[src/rtl/axis_fifo_wr_control.sv]
// axis_fifo_wr_control
//   Write-side controller for the TX staging FIFO. Accepts AXI-Stream beats,
//   generates the FIFO write strobe, tracks occupancy and per-frame word count,
//   signals the reader once enough of a frame is buffered, and after each TLAST
//   holds off new frames until the FIFO has drained (or a flush timeout hits).
//
// Ports
//   clk, rst                  clock, synchronous active-high reset
//   axis_in_TVALID/TLAST      upstream beat valid / last beat of frame
//   axis_in_TREADY            beat accepted when TVALID & TREADY
//   GT_Tx_active              transceiver TX ready; writes blocked while low
//   fifo_full                 FIFO full flag
//   fifo_rd_enable            read strobe from the read controller
//   fifo_wr_enable            FIFO write strobe
//   fifo_min_data_write_done  frame sufficiently buffered; reader may start
//   fifo_level                current occupancy
//   frame_count               completed frames written (wraps at 16 bits)
//   err_underflow             sticky: read seen at level 0
//   err_flush_timeout         sticky: flush ended by timeout
module axis_fifo_wr_control #(
  parameter int MIN_WORDS     = 16,
  parameter int LEVEL_W       = 8,
  parameter int FLUSH_TIMEOUT = 255
) (
  input  logic               clk,
  input  logic               rst,
  input  logic               axis_in_TVALID,
  input  logic               axis_in_TLAST,
  output logic               axis_in_TREADY,
  input  logic               GT_Tx_active,
  input  logic               fifo_full,
  input  logic               fifo_rd_enable,
  output logic               fifo_wr_enable,
  output logic               fifo_min_data_write_done,
  output logic [LEVEL_W-1:0] fifo_level,
  output logic [15:0]        frame_count,
  output logic               err_underflow,
  output logic               err_flush_timeout
);

  localparam int CNT_W = $clog2(MIN_WORDS + 1);
  localparam int TMR_W = $clog2(FLUSH_TIMEOUT + 1);
  localparam logic [CNT_W-1:0] WORDS_MAX = CNT_W'(MIN_WORDS);
  localparam logic [TMR_W-1:0] TMR_LAST  = TMR_W'(FLUSH_TIMEOUT - 1);

  typedef enum logic [1:0] {IDLE, FILL, ARMED, FLUSH} state_t;

  state_t           state;
  logic [CNT_W-1:0] word_cnt;
  logic [TMR_W-1:0] flush_tmr;

  function automatic logic [LEVEL_W-1:0] level_sat_inc(input logic [LEVEL_W-1:0] v);
    return (&v) ? v : v + 1'b1;
  endfunction

  function automatic logic [CNT_W-1:0] words_sat_inc(input logic [CNT_W-1:0] v);
    return (v >= WORDS_MAX) ? WORDS_MAX : v + 1'b1;
  endfunction

  // Zero-latency handshake: TREADY is forced low during reset and while flushing.
  always_comb begin
    axis_in_TREADY = GT_Tx_active & ~fifo_full & (state != FLUSH) & ~rst;
    fifo_wr_enable = axis_in_TVALID & axis_in_TREADY;
  end

  always_ff @(posedge clk) begin
    if (rst) begin
      state                    <= IDLE;
      fifo_level               <= '0;
      word_cnt                 <= '0;
      flush_tmr                <= '0;
      frame_count              <= '0;
      fifo_min_data_write_done <= 1'b0;
      err_underflow            <= 1'b0;
      err_flush_timeout        <= 1'b0;
    end else begin
      // A simultaneous write and read cancel; a lone read at zero only flags.
      if (fifo_wr_enable && !fifo_rd_enable)
        fifo_level <= level_sat_inc(fifo_level);
      else if (!fifo_wr_enable && fifo_rd_enable && fifo_level != '0)
        fifo_level <= fifo_level - 1'b1;

      if (fifo_rd_enable && fifo_level == '0)
        err_underflow <= 1'b1;

      if (fifo_wr_enable) begin
        word_cnt <= words_sat_inc(word_cnt);
        if (axis_in_TLAST)
          frame_count <= frame_count + 16'd1;
        // Raised on the edge where the count reaches MIN_WORDS or TLAST lands.
        if (axis_in_TLAST || word_cnt >= WORDS_MAX - 1'b1)
          fifo_min_data_write_done <= 1'b1;
      end

      case (state)
        IDLE: begin
          if (fifo_wr_enable)
            state <= axis_in_TLAST ? FLUSH : FILL;
        end
        FILL: begin
          if (fifo_wr_enable && axis_in_TLAST)
            state <= FLUSH;
          else if (word_cnt == WORDS_MAX)
            state <= ARMED;
        end
        ARMED: begin
          if (fifo_wr_enable && axis_in_TLAST)
            state <= FLUSH;
        end
        FLUSH: begin
          if (fifo_level == '0 && !fifo_rd_enable) begin
            state                    <= IDLE;
            word_cnt                 <= '0;
            flush_tmr                <= '0;
            fifo_min_data_write_done <= 1'b0;
          end else if (flush_tmr == TMR_LAST) begin
            // Reader stalled: give up after FLUSH_TIMEOUT cycles, keep the level.
            state                    <= IDLE;
            word_cnt                 <= '0;
            flush_tmr                <= '0;
            fifo_min_data_write_done <= 1'b0;
            err_flush_timeout        <= 1'b1;
          end else begin
            flush_tmr <= flush_tmr + 1'b1;
          end
        end
        default: state <= IDLE;
      endcase
    end
  end

endmodule

[config.mk]
export PLATFORM = sky130hd
export DESIGN_NAME = axis_fifo_wr_control
export DESIGN_NICKNAME = d
export VERILOG_FILES = /design/src/rtl/axis_fifo_wr_control.sv
export SDC_FILE = /design/constraint.sdc
export NUM_CORES = 1
export LEC_CHECK = 0
export BUFFER_PORTS_ARGS = -buffer_cell sky130_fd_sc_hd__buf_2
export CAP_MARGIN = 20
export CORE_MARGIN = 10
export CORE_UTILIZATION = 40
export CTS_BUF_LIST = sky130_fd_sc_hd__clkbuf_16
export DETAILED_ROUTE_END_ITERATION = 8
export PLACE_DENSITY = 0.64
export SLEW_MARGIN = 5
export SYNTH_ARGS = -nofsm -noshare
export SYNTH_HDL_FRONTEND = slang
export SYNTH_SLANG_ARGS = --single-unit
[constraint.sdc]
create_clock -name clk -period 9.5 [get_ports clk]
set_input_delay 1.9 -clock clk [delete_from_list [all_inputs] [get_ports clk]]
set_output_delay 1.9 -clock clk [all_outputs]
set_load 0.01 [all_outputs]
==> results.md <==
| Parameter | This run | Unit |
|---|---|---|
| Clock sinks | 42 | - |
| Insertion delay to the later sink of the worst-skew pair | 0.28 | ns |
| Max Freq | 187 | MHz |
| Post-layout util | 48.3 | % |
| Post-synthesis instance total | 268 | - |
| Core Footprint | 0.00561 | sq mm |
| Clock root buffer master | clkbuf_16 | - |
| First-pass iteration count of the detailed router | 4 | - |
| Post-Place Cells | 368 | - |
| Final clock skew | 0.00707 | ns |
| Largest area contributor in the synthesized netlist | dfxtp_1 | - |
| Number of global-route vias before repair | 1926 | - |
| Warnings from Yosys | 0 | - |
| DR WL met3 | 386 | microns |
| Area share of the largest cell type after synthesis | 35.9 | % |
| Result of the run | finished clean | - |
| M1 WL | 2340 | microns |
| Reg2reg setup slack | 6.18 | ns |
| Buffer levels on the longest clock path | 2 | - |
| Class of the worst hold path | reg2reg | - |
| Maximum number of pins on one net before global-route repair | 38 | - |
| Nets in the synthesized netlist | 293 | - |
| Buffers inserted by post-CTS timing repair | 0 | - |
| Synth Area per Inst | 8.74 | sq um |
| Critical-path cell with the highest stage delay | or4b_4 | - |
| Count of H-tree levels built during CTS | 2 | - |
| Post-synthesis sequential area ratio | 35.9 | % |
| Die outline area | 0.00932 | sq mm |
| Number of violations reported at the end of detailed-routing iteration 0 | 73 | - |
| Detailed-route wire length | 4990 | microns |
| EDFF count, synth | 0 | - |
| Number of vias in the routed layout | 1963 | - |
| Worst hold path cell count | 2 | - |
| Vias per cell | 5.22 | - |
| Setup slack after placement | 4.15 | ns |
| Final setup violating endpoints | 0 | - |
| Prevailing post-synth register cell | dfxtp_1 | - |
| Number of diodes | 0 | - |
| Final Hold Viols | 0 | - |
| Type of element capturing the critical path | primary output | - |
| Share of post-route cells with drive strength above 1 | 17.1 | % |
| Clock transition at path regs | 0.06 | ns |
| Final standard cell count with taps included and fillers excluded | 376 | - |
| Maximum capacitance violations | 0 | - |
| Arrival time of the worst setup path | 3.46 | ns |
| Vertical extent of the die | 96.5 | microns |
| Max-Slew Margin vs Limit | 56.5 | % |
| Mapped Area | 0.00234 | sq mm |
| All-Layer GR Usage | 11.1 | % |
| Power density over the cells | 229 | mW/mm^2 |
| Maximum net fanout on the critical path | 37 | - |
| Synth-to-Final Area Change | 15.6 | % |
| TritonCTS clock tree | built | - |
| Post-synthesis register bit count | 42 | - |
| Least-Margin Pin Slew | 0.653 | ns |
| Top area cells in the synthesized netlist | dfxtp_1 36%, ha_1 9.1%, nor2_1 7.5% | - |
| Gpl congestion | 0.763 | - |
| Peak VDD IR | 90.1 | uV |
| Dpl hpwl | 3740 | microns |
| Time the worst path needs with I/O delays and setup | 5.36 | ns |
| Number of I/O pins | 36 | - |
| Gr ovfl total | 0 | - |
| Wire length of the first global-routing pass | 8510 | microns |
| Number of nets in the finished design | 328 | - |
| Synth cell types | 44 | - |
| Highest metal layer with signal wires | met4 | - |
| Delay of the slowest cell on the worst path | 0.66 | ns |
| Fin. max-slew vios | 0 | - |
| Critical path startpoint category | primary input | - |
| Unrepaired setup endpoints after global routing | false | - |
| X dimension of the die | 96.5 | microns |
| Starting Density | 41.8 | % |
| Reg2reg path depth | 9 | - |
| Req. time, crit path | 7.60 | ns |
| Setup TNS | 0 | ns |
| Antenna violation net count after detailed routing | 0 | - |
| Initial antenna violation count | 0 | - |
| Critical Path, Cell by Cell | buf_2, or4b_4, inv_1, nand2_1, inv_1, buf_2 | - |
| CP Class | in2out | - |
| Number of buffers inserted during clock tree synthesis | 5 | - |
| Number of core rows | 27 | - |
| Number of buffers inserted by port buffering | 35 | - |
| Worst setup slack after layout | 4.14 | ns |
| Hold buffer count at CTS | 0 | - |
| Overall power after layout | 621 | uW |
| Routed length per placed instance | 13.3 | microns |
| Static leakage | 0.00116 | uW |
| Post-route fraction of the period consumed by the critical path | 56.4 | % |
| Post-cts gate resize count | 0 | - |
| Async S/R FF share, synth | 0 | % |
| Amount of wire on met2 after detailed routing | 2170 | microns |
| DRC Markers | 0 | - |
[flip-flops by register name, summed over array words and instances (netlist names)]
name	flops
err_flush_timeout	1
err_underflow	1
fifo_level	8
fifo_min_data_write_done	1
flush_tmr	8
frame_count	16
state	2
word_cnt	5
[routing by layer]
metal / global-route usage, % / vias up
met4: 4.84 / 0
met5: 0 / -
met2: 16.7 / 38
met1: 14.1 / 905
met3: 3.86 / 6
li1: - / 1014
[power breakdown]
part	switching, uW	internal (uW)	total, uW
sequential	26.7	196	223
combinational	127	111	238
clock	65.2	95.8	161
total	219	403	621
[cell usage after synthesis, drive strengths merged, types with 4 or more instances]
| library cell | count |
|---|---|
| a211oi | 7 |
| a21oi | 12 |
| and3 | 4 |
| clkbuf | 4 |
| dfxtp | 42 |
| ha | 17 |
| inv | 11 |
| mux2 | 5 |
| mux2i | 5 |
| nand2 | 15 |
| nand3 | 8 |
| nand4 | 11 |
| nor2 | 47 |
| nor2b | 5 |
| nor3 | 4 |
| o21ai | 11 |
| xnor2 | 9 |
| xor2 | 13 |
[final timing paths]
kind | startpoint | end
max reg2reg | state[0]$_SDFFE_PP0P_ | fifo_level[7]$_SDFFE_PP0P_
min | fifo_min_data_write_done$_SDFF_PP0_ | fifo_min_data_write_done$_SDFF_PP0_
max | rst | fifo_wr_enable
min reg2reg | fifo_min_data_write_done$_SDFF_PP0_ | fifo_min_data_write_done$_SDFF_PP0_
[critical path: cells and delay by family]
| kind | cells | cell delay, ns |
|---|---|---|
| buffers and inverters | 4 | 0.71 |
| AND/OR/NAND/NOR | 2 | 0.85 |
[stage by stage]
stage	hold WS [ns]	cell area, sq um
after floorplan	0.473	2340
after global placement	0.447	2570
after detailed placement	0.461	2570
after CTS	0.477	2710
after global routing	0.523	2710
final	0.467	2710
[placed cells by master, fill, tap and decap left out, types with 2 or more instances in the layout]
cell type	n
a211oi_1	7
a21o_1	3
a21oi_1	12
a31oi_1	2
and2_1	2
and2b_1	2
and3_1	4
and4_1	2
buf_2	35
clkbuf_16	5
dfxtp_1	42
ha_1	17
inv_1	11
mux2_2	4
mux2i_1	5
nand2_1	15
nand3_1	8
nand4_1	11
nor2_1	47
nor2b_1	5
nor3_1	4
nor3b_1	3
nor4_4	2
o211ai_1	2
o21ai_0	10
o221ai_1	2
or3_1	2
or4_1	2
xnor2_1	9
xor2_1	13
[area by class of cell]
cell class	count	area, sq um
well taps	72	90.1
multi-input cells	208	1420
fillers	566	2900
repair buffers	35	175
flip-flops and latches	42	841
inverters	11	41.3
clock inverters	3	16.3
clock buffers	5	125
[cells by family (layout without fill, tap and decap cells)]
logic type	Yosys count	in the layout	synth area share (%)
AO/OA/AOI/OAI	43	43	11.8
XOR/XNOR	22	22	8.22
adder cells (fa/ha/maj)	18	18	9.93
buffers and inverters	18	54	3.52
flip-flops	42	42	35.9
multiplexers	10	10	4.54
AND/OR/NAND/NOR	115	115	26.1
Note: power is estimated with default switching activity, not from simulation.
